--- src/rtl/axi_w_fifo_drain_pkg.sv ---
// axi_w_fifo_drain_pkg: W-channel packing offsets and skid buffer occupancy states
package axi_w_fifo_drain_pkg;
  localparam int WLAST_BIT = 0;
  localparam int WSTRB_LSB = 1;
  typedef enum logic [1:0] {EMPTY = 2'd0, ONE = 2'd1, FULL2 = 2'd2} buf_state_e;
  function automatic int pkt_width(input int data_w);
    return data_w + data_w / 8 + 1;
  endfunction
endpackage

--- src/rtl/axi_skid_buf2.sv ---
// axi_skid_buf2: 2-entry valid/ready skid buffer with registered head output
module axi_skid_buf2
  import axi_w_fifo_drain_pkg::*;
#(
  parameter int W = 8
) (
  input  logic         clk,
  input  logic         rst,
  input  logic         in_valid_i,
  output logic         in_ready_o,
  input  logic [W-1:0] in_data_i,
  output logic         out_valid_o,
  input  logic         out_ready_i,
  output logic [W-1:0] out_data_o
);
  buf_state_e state_q, state_d;
  logic [W-1:0] head_q, head_d, skid_q, skid_d;
  logic push, hs;
  assign in_ready_o = !rst && state_q != FULL2;
  assign push = in_valid_i && in_ready_o;
  assign out_valid_o = state_q != EMPTY;
  assign hs = out_valid_o && out_ready_i;
  assign out_data_o = head_q;
  // head only loads when empty or being consumed; skid catches a push that meets a stall
  always_comb begin
    state_d = buf_state_e'(state_q + 2'(push) - 2'(hs));
    head_d = (push && (state_q == EMPTY || hs)) ? in_data_i : (state_q == FULL2 && hs) ? skid_q : head_q;
    skid_d = (push && !hs && state_q == ONE) ? in_data_i : skid_q;
  end
  // occupancy and slot registers
  always_ff @(posedge clk) begin
    if (rst) begin
      state_q <= EMPTY;
      head_q <= '0;
      skid_q <= '0;
    end else begin
      state_q <= state_d;
      head_q <= head_d;
      skid_q <= skid_d;
    end
  end
endmodule

--- src/rtl/axi_w_fifo_drain.sv ---
// axi_w_fifo_drain: drains packed W beats from the async FIFO onto the AXI4 W channel
module axi_w_fifo_drain
  import axi_w_fifo_drain_pkg::*;
#(
  parameter int DATA_W = 32,
  parameter int STRB_W = DATA_W / 8,
  parameter int PKT_W  = DATA_W + STRB_W + 1,
  parameter int CNT_W  = 8
) (
  input  logic              rclk,
  input  logic              rrst,
  input  logic [PKT_W-1:0]  fifo_rdata,
  input  logic              fifo_rempty,
  output logic              fifo_rpop,
  output logic [DATA_W-1:0] WDATA,
  output logic [STRB_W-1:0] WSTRB,
  output logic              WLAST,
  output logic              WVALID,
  input  logic              WREADY,
  output logic [CNT_W-1:0]  beat_cnt,
  output logic              burst_done
);
  logic in_ready, hs, done_q, done_d;
  logic [PKT_W-1:0] head;
  logic [CNT_W-1:0] cnt_q, cnt_d;
  assign fifo_rpop = in_ready && !fifo_rempty;
  axi_skid_buf2 #(.W(PKT_W)) u_skid (
    .clk(rclk),
    .rst(rrst),
    .in_valid_i(!fifo_rempty),
    .in_ready_o(in_ready),
    .in_data_i(fifo_rdata),
    .out_valid_o(WVALID),
    .out_ready_i(WREADY),
    .out_data_o(head)
  );
  assign WDATA = head[PKT_W-1:WSTRB_LSB+STRB_W];
  assign WSTRB = head[WSTRB_LSB+:STRB_W];
  assign WLAST = head[WLAST_BIT];
  assign hs = WVALID && WREADY;
  assign beat_cnt = cnt_q;
  assign burst_done = done_q;
  // count accepted beats; the last beat clears the count and raises a one-cycle done pulse
  always_comb begin
    cnt_d = !hs ? cnt_q : WLAST ? '0 : cnt_q + CNT_W'(1);
    done_d = hs && WLAST;
  end
  // burst bookkeeping registers
  always_ff @(posedge rclk) begin
    if (rrst) begin
      cnt_q <= '0;
      done_q <= 1'b0;
    end else begin
      cnt_q <= cnt_d;
      done_q <= done_d;
    end
  end
endmodule

--- config.mk ---
export PLATFORM = sky130hd
export DESIGN_NAME = axi_w_fifo_drain
export DESIGN_NICKNAME = d
export VERILOG_FILES = /design/src/rtl/axi_w_fifo_drain_pkg.sv /design/src/rtl/axi_skid_buf2.sv /design/src/rtl/axi_w_fifo_drain.sv
export SDC_FILE = /design/constraint.sdc
export NUM_CORES = 1
export LEC_CHECK = 0
export CORE_MARGIN = 1.5
export CORE_UTILIZATION = 55
export CTS_BUF_LIST = sky130_fd_sc_hd__clkbuf_8
export CTS_CLUSTER_SIZE = 28
export DETAILED_ROUTE_END_ITERATION = 10
export GPL_TIMING_DRIVEN = 0
export PLACE_DENSITY = 0.93
export SYNTH_ARGS = -nofsm -noshare
export SYNTH_HDL_FRONTEND = slang
export SYNTH_HIERARCHICAL = 1
export SYNTH_SLANG_ARGS = --single-unit
export TNS_END_PERCENT = 5
--- constraint.sdc ---
create_clock -name rclk -period 4 [get_ports rclk]
set_clock_uncertainty 0.1 [all_clocks]
set_input_delay 0.8 -clock rclk [delete_from_list [all_inputs] [get_ports rclk]]
set_output_delay 0.8 -clock rclk [all_outputs]
set_load 0.01 [all_outputs]
==> PnR_summary.wiki, run 1 <==
{| class="wikitable"
! Metric !! Value
|-
| Post-synthesis net count || 489
|-
| Number of standard-cell rows in the floorplan || 29
|-
| Slew HR || 0.612
|-
| Min setup slack post-route || 0.731 ns
|-
| Uppermost layer routed || met4
|-
| Setup WS pre-CTS || 0.754 ns
|-
| Met1 Wirelength || 4.08 mm
|-
| Setup TNS Final || 0 ns
|-
| First drt pass iteration count || 5
|-
| Latest clock arrival within the worst-skew pair || 0.35 ns
|-
| Final nets || 588
|-
| HP Start || u_skid/skid_q[4]
|-
| Vias || 3765
|-
| Cell-by-cell trace of the critical path || clkdlybuf4s50_1 -> buf_2 -> a21oi_1 -> nor2b_1 -> clkdlybuf4s50_1
|-
| Post-Synthesis Cell Area || 3630 sq um
|-
| Number of CTS-inserted buffers || 9
|-
| Sequential group share of total power || 0.431
|-
| Most common cell type on the critical path || clkdlybuf4s50_1
|-
| Reg-to-reg critical path startpoint || u_skid/state_q[1]
|-
| Synth Register Bits || 85
|-
| Largest delay contributor family on the critical path || buffers and inverters
|-
| Layout overhead on the synthesized area || 31.5%
|-
| Max Root-Sink Buffers || 2
|-
| Initial antenna violation count || 0
|-
| Path type of the worst min-delay path || flip-flop to flip-flop
|-
| Dominant combinational cell family by area after synthesis || compound AO/OA/AOI/OAI gates
|-
| Drt wl/cell || 16.4 microns
|-
| Synthesized-area fraction occupied by adder cells || 0.0138
|-
| Post-synth EDFFs || 0
|-
| Total inserted antenna cells || 0
|-
| Leading cell types in the layout, fill and taps excluded || nand2_1, clkdlybuf4s50_1, dfxtp_1, a21oi_1
|-
| Initial cell density of the core || 0.572
|-
| Gate count of the mapped netlist || 444
|-
| Post-DP Area || 4610 sq um
|-
| Std-Cell Core Area || 6350 sq um
|-
| CP required || 3.10 ns
|-
| Commonest non-fill, non-tap cell in the layout || nand2_1
|-
| Root buf cell || clkbuf_8
|-
| Die H || 84.3 microns
|-
| Total setup violations reported at the end of the flow || 0
|-
| Total number of H-tree levels || 3
|-
| Min cycle time layout || 3.27 ns
|-
| Clock-pin slew on the worst setup and hold paths || 0.08 ns
|-
| Die outline width || 84.3 microns
|-
| Hold Vio Cnt, Final || 0
|-
| Area of combinational cells with multiple inputs || 1710 sq um
|-
| Biggest cell delay along the critical path || 0.54 ns
|-
| Placed wire-length estimate after detailed placement || 7.20 mm
|-
| Status || complete, no violations
|-
| Sequential Area || 1700 sq um
|-
| Clock power frac || 0.217
|-
| CP startpoint kind || primary input
|-
| Gr usage total || 0.289
|-
| Simple logic cell fraction of the synthesized area || 0.205
|-
| Max_cap viols || 0
|-
| Vias per cell || 6.02
|-
| Overflow left after global routing || 0
|-
| Prevailing post-synth register cell || dfxtp_1
|-
| Post-synthesis share of cell area spent on xor and xnor gates || 0.00723
|-
| Async S/R FF share, synth || 0
|-
| Number of inserted filler cells in the final layout || 420
|-
| Cell-internal power || 0.00155 W
|-
| Die area || 7110 sq um
|-
| Yosys top cell area share || 0.468
|-
| Buffer count from post-CTS setup fixing || 0
|-
| Nature of the critical path endpoint || output pin
|-
| Routability-driven placement congestion ratio || 0.849
|-
| Mux contribution to synthesized area || 0
|-
| Clk sinks || 85
|-
| Remaining antenna violation count || 0
|-
| Maximum net fanout on the critical path || 6
|-
| Part of the Yosys area used for sequential elements || 0.468
|-
| Buffers on Ports || 88
|-
| Combinational cell fraction of total power || 0.352
|-
| Number of global-route vias before repair || 3516
|-
| Cell types with the largest area share after synthesis || dfxtp_1, nand2_1, a311oi_1
|-
| Switch share || 0.356
|-
| Post-Synthesis Mean Instance Area || 8.19 sq um
|-
| Worst path arrival time || 2.37 ns
|-
| Worst setup path category || primary input to output pin
|-
| DR iter-0 viols || 339
|-
| Count of unique library cells instantiated by Yosys || 34
|-
| Worst Max-Slew Pin Slew || 0.582 ns
|-
| Post-route DRC || 0
|-
| Share of layout cells above drive strength 1 || 0.0675
|-
| Largest net degree at the start of global routing || 18
|-
| Buf/Inv on CP || 3
|-
| Metal3 WL || 920 microns
|-
| Maximum ir drop on the vdd rail || 0.000278 V
|-
| Wire length of the first global-routing pass || 16.6 mm
|-
| Cell type with the highest aggregate area in the netlist || dfxtp_1
|-
| PwrDens || 504 nW/um^2
|-
| Number of slew-limit violations in the final report || 0
|-
| Final std cell area, no fill || 4780 sq um
|-
| Clock tree from TritonCTS || yes
|-
| Max Freq || 306 MHz
|-
| Net switching power || 0.000857 W
|-
| Leakage || 1.57 nW
|-
| # resized after CTS || 0
|-
| Worst path slowest cell || clkdlybuf4s50_1
|-
| Number of primary I/O pins || 89
|-
| Critical Path Start || rrst
|-
| Detail Route met2 WL || 5.03 mm
|-
| Hold buffer count at cts || 0
|-
| Unrepaired setup endpoints after global routing || false
|-
| Final wirelength || 10.3 mm
|-
| Period Utilization, post-route || 0.817
|-
| Area fraction in compound gates after synthesis || 0.243
|-
| Syn. warnings || 6
|}
path summary, 6_finish.rpt:
kind,slack (ns),end,cells past startpoint
worst min register to register,0.36,u_skid/skid_q[4],2
worst max-delay path,0.73,fifo_rpop,5
worst max register to register,1.27,u_skid/skid_q[29],10
worst min-delay path,0.36,u_skid/skid_q[4],2
cells by family (layout without fill, tap and decap cells):
group | count (synthesis) | after routing
AOI/OAI and AO/OA | 126 | 126
adders and majority gates | 4 | 4
xor gates and xnor gates | 3 | 3
DFF | 85 | 85
buffers and inverters | 46 | 150
and+or+nand+nor | 180 | 180
through the flow:
stage	hold slack, ns	total power (W)	util	cells
3_3_place_gp	0.342	0.00185	0.726	609
2_1_floorplan	0.337	0.00152	-	444
4_1_cts	0.361	0.00240	0.753	625
5_1_grt	0.372	0.00254	0.753	625
3_5_place_dp	0.349	0.00188	0.726	609
6_report	0.360	0.00241	0.753	625
cell usage after synthesis, drive strengths merged, types with 3 or more instances:
master  count
a211oi     37
a21oi      42
or3         3
nand3       3
clkbuf     19
o21ai       3
ha          4
nor2        3
inv         6
buf        21
nand4       3
a311oi     37
nand2     153
dfxtp      85
and2        3
nand2b      3
metal layers:
metal  GRT usage  vias up
met2       0.479      217
met1       0.369     1755
met3      0.0619       24
met4       0.115        0
met5           0        -
li1            -     1769
sequential cells by signal, indices dropped and copies added, names as in the netlist:
| register | cells |
|---|---|
| u_skid/state_q | 2 |
| u_skid/out_data_o | 37 |
| burst_done | 1 |
| beat_cnt | 8 |
| u_skid/skid_q | 37 |
worst register-to-register path, cell delays in order, from the launching register on:
cell and delay, ns:
dfxtp_1 0.45, or2_1 0.14, clkbuf_1 0.16, buf_2 0.34, and2_1 0.21, inv_1 0.05, ha_1 0.18, nand3b_1 0.33
clkbuf_1 0.41, nand2_1 0.13, a21oi_1 0.17
cell type report:
class / count / share of cell area
Multi-Input combinational cell: 313 / 0.357
Sequential cell: 85 / 0.356
Timing Repair Buffer: 88 / 0.184
Buffer: 40 / 0.0427
Clock buffer: 9 / 0.0259
Tap cell: 77 / 0.0202
Clock inverter: 7 / 0.00890
Inverter: 6 / 0.00471
power groups by stage:
stage / Combinational [W] / Clock, W / Sequential (W)
after floorplan: 0.000438 / 0 / 0.00108
after global placement: 0.000805 / 0 / 0.00105
after detailed placement: 0.000829 / 0 / 0.00105
after CTS: 0.000836 / 0.000526 / 0.00104
after global routing: 0.000914 / 0.000573 / 0.00105
final: 0.000849 / 0.000523 / 0.00104
Power figures use the tool's default switching activity.
==> inputs of run 2 (changes only) <==
--- a/config.mk
+++ b/config.mk
@@ -6,12 +6,12 @@
 export NUM_CORES = 1
 export LEC_CHECK = 0
 export CORE_MARGIN = 1.5
-export CORE_UTILIZATION = 55
+export CORE_UTILIZATION = 51
 export CTS_BUF_LIST = sky130_fd_sc_hd__clkbuf_8
 export CTS_CLUSTER_SIZE = 28
 export DETAILED_ROUTE_END_ITERATION = 10
 export GPL_TIMING_DRIVEN = 0
-export PLACE_DENSITY = 0.93
+export PLACE_DENSITY = 0.87
 export SYNTH_ARGS = -nofsm -noshare
 export SYNTH_HDL_FRONTEND = slang
 export SYNTH_HIERARCHICAL = 1
==> constraint.sdc (replaced) <==
create_clock -name rclk -period 3.2 [get_ports rclk]
set_clock_uncertainty 0.1 [all_clocks]
set_input_delay 0.64 -clock rclk [delete_from_list [all_inputs] [get_ports rclk]]
set_output_delay 0.64 -clock rclk [all_outputs]
set_load 0.01 [all_outputs]
==> run 2 against run 1 <==
Worst setup slack got worse by 0.50 ns. Cell count rose by 3.0%. Clock power is 45% higher. Critical path depth stayed put. First-iteration DRC count is 20% lower. Design area grew 1.2%. Wire length decreased by 4.0%. Via count is 2.2% lower.
==> PnR_summary.wiki, run 2 (synthesis gave the netlist of run 1 again) <==
{| class="wikitable"
! Metric !! Value
|-
| Clock power frac || 0.244 (+0.027)
|-
| Share of layout cells above drive strength 1 || 0.0675 (unchanged)
|-
| Overflow left after global routing || 0 (unchanged)
|-
| Min cycle time layout || 2.97 ns
|-
| Wire length of the first global-routing pass || 16.0 mm (-3.4%)
|-
| Number of slew-limit violations in the final report || 0 (unchanged)
|-
| Final std cell area, no fill || 4840 sq um (+1.2%)
|-
| Root buf cell || clkbuf_8
|-
| Largest delay contributor family on the critical path || buffers and inverters
|-
| Maximum net fanout on the critical path || 6 (unchanged)
|-
| Final wirelength || 9.86 mm (-4.0%)
|-
| Most common cell type on the critical path || clkdlybuf4s50_1
|-
| Latest clock arrival within the worst-skew pair || 0.35 ns (about the same)
|-
| Die H || 87.4 microns (+3.7%)
|-
| Path type of the worst min-delay path || flip-flop to flip-flop
|-
| Setup TNS Final || 0 ns (unchanged)
|-
| Hold Vio Cnt, Final || 0 (unchanged)
|-
| Total inserted antenna cells || 0 (unchanged)
|-
| Buffer count from post-CTS setup fixing || 0 (unchanged)
|-
| Max_cap viols || 0 (unchanged)
|-
| Clock tree from TritonCTS || yes
|-
| Worst path arrival time || 2.23 ns (-0.14 ns)
|-
| Worst setup path category || primary input to output pin
|-
| Slew HR || 0.642 (+0.0295)
|-
| Max Root-Sink Buffers || 2 (unchanged)
|-
| Gr usage total || 0.270 (-0.0189)
|-
| Initial antenna violation count || 0 (unchanged)
|-
| Unrepaired setup endpoints after global routing || false
|-
| Cell-internal power || 0.00204 W (+32%)
|-
| Combinational cell fraction of total power || 0.339 (-0.013)
|-
| Total number of H-tree levels || 3 (unchanged)
|-
| CP required || 2.46 ns (-0.64 ns)
|-
| Number of primary I/O pins || 89 (unchanged)
|-
| Buf/Inv on CP || 3 (unchanged)
|-
| Total power after layout || 0.00310 W (+29%)
|-
| Total setup violations reported at the end of the flow || 0 (unchanged)
|-
| Post-route DRC || 0 (unchanged)
|-
| Initial cell density of the core || 0.532 (-0.0404)
|-
| Worst Max-Slew Pin Slew || 0.537 ns (-0.0443 ns)
|-
| Layout overhead on the synthesized area || 33.0%
|-
| Number of CTS-inserted buffers || 9 (unchanged)
|-
| Switch share || 0.342 (-0.0139)
|-
| Routability-driven placement congestion ratio || 0.834 (-1.8%)
|-
| DR iter-0 viols || 272 (-20%)
|-
| Max Freq || 336 MHz
|-
| Number of inserted filler cells in the final layout || 531 (+26%)
|-
| PwrDens || 642 nW/um^2 (+27%)
|-
| First drt pass iteration count || 5 (unchanged)
|-
| Largest net degree at the start of global routing || 18 (unchanged)
|-
| Worst path slowest cell || clkdlybuf4s50_1
|-
| Placed wire-length estimate after detailed placement || 7.04 mm (-2.3%)
|-
| Drt wl/cell || 15.3 microns (-6.8%)
|-
| Number of standard-cell rows in the floorplan || 30 (+3.4%)
|-
| Biggest cell delay along the critical path || 0.56 ns (+0.02 ns)
|-
| Period Utilization, post-route || 0.929
|-
| Nature of the critical path endpoint || output pin
|-
| Cell-by-cell trace of the critical path || clkdlybuf4s50_1 -> buf_2 -> a21oi_1 -> nor2b_1 -> clkdlybuf4s50_1
|-
| Commonest non-fill, non-tap cell in the layout || nand2_1
|-
| Sequential Area || 1700 sq um (unchanged)
|-
| Buffers on Ports || 88 (unchanged)
|-
| Vias per cell || 5.72 (-5.0%)
|-
| Number of global-route vias before repair || 3376 (-4.0%)
|-
| Net switching power || 0.00106 W (+24%)
|-
| Hold buffer count at cts || 0 (unchanged)
|-
| Vias || 3684 (-2.2%)
|-
| Remaining antenna violation count || 0 (unchanged)
|-
| Sequential group share of total power || 0.417 (-0.014)
|-
| Die outline width || 87.4 microns (+3.7%)
|-
| Leakage || 1.58 nW (+0.86%)
|-
| Post-DP Area || 4640 sq um (+0.52%)
|-
| Clk sinks || 85 (unchanged)
|-
| Die area || 7640 sq um (+7.6%)
|-
| Final nets || 588 (unchanged)
|-
| CP startpoint kind || primary input
|-
| Std-Cell Core Area || 6830 sq um (+7.6%)
|-
| Status || complete, no violations
|-
| Maximum ir drop on the vdd rail || 0.000403 V (+45%)
|-
| Clock-pin slew on the worst setup and hold paths || 0.08 ns (about the same)
|-
| Leading cell types in the layout, fill and taps excluded || nand2_1, clkdlybuf4s50_1, dfxtp_1, a21oi_1
|-
| Area of combinational cells with multiple inputs || 1710 sq um (unchanged)
|-
| # resized after CTS || 0 (unchanged)
|}
## run 2: through the flow
stage | util | hold slack [ns] | cells | worst slack, ns
3_3_place_gp | 0.679 | 0.342 | 628 | 0.276
5_1_grt | 0.708 | 0.380 | 644 | 0.170
2_1_floorplan | - | 0.337 | 444 | 1.02
4_1_cts | 0.708 | 0.358 | 644 | 0.235
3_5_place_dp | 0.679 | 0.347 | 628 | 0.200
6_report | 0.708 | 0.361 | 644 | 0.227
## run 2: final cells by class
cell class,instances,area share
buffer,40,0.0422
timing repair buffer,88,0.182
sequential,85,0.352
tap,96,0.0248
clock buffer,10,0.0285
inverter,6,0.00466
multi-input combinational,313,0.353
clock inverter,6,0.0129
## run 2: worst paths after layout
path	from	cells past startpoint	slack, ns	to
worst min-delay path	u_skid/skid_q[4]	2	0.36	u_skid/skid_q[4]
worst max register to register	u_skid/state_q[1]	10	0.45	u_skid/skid_q[6]
worst min register to register	u_skid/skid_q[4]	2	0.36	u_skid/skid_q[4]
worst max-delay path	rrst	5	0.23	fifo_rpop
## run 2: worst min-delay path, stage by stage, from the launching register on
cell     delay, ns
dfxtp_1       0.32
nand2_1       0.05
a21oi_1       0.05
## run 2: power by group through the flow
stage,combinational (W),sequential [W],clock [W]
final,0.00105,0.00129,0.000758
after global routing,0.00114,0.00131,0.000814
after CTS,0.00104,0.00129,0.000768
after detailed placement,0.00103,0.00131,0
after global placement,0.00100,0.00131,0
after floorplan,0.000548,0.00135,0
## run 2: per-layer routing
metal / vias up / track usage / part of all wire
li1: 1773 / - / -
met1: 1690 / 0.338 / 0.41
met2: 201 / 0.462 / 0.50
met3: 20 / 0.0654 / 0.074
met4: 0 / 0.0765 / 0.016
met5: - / 0 / 0
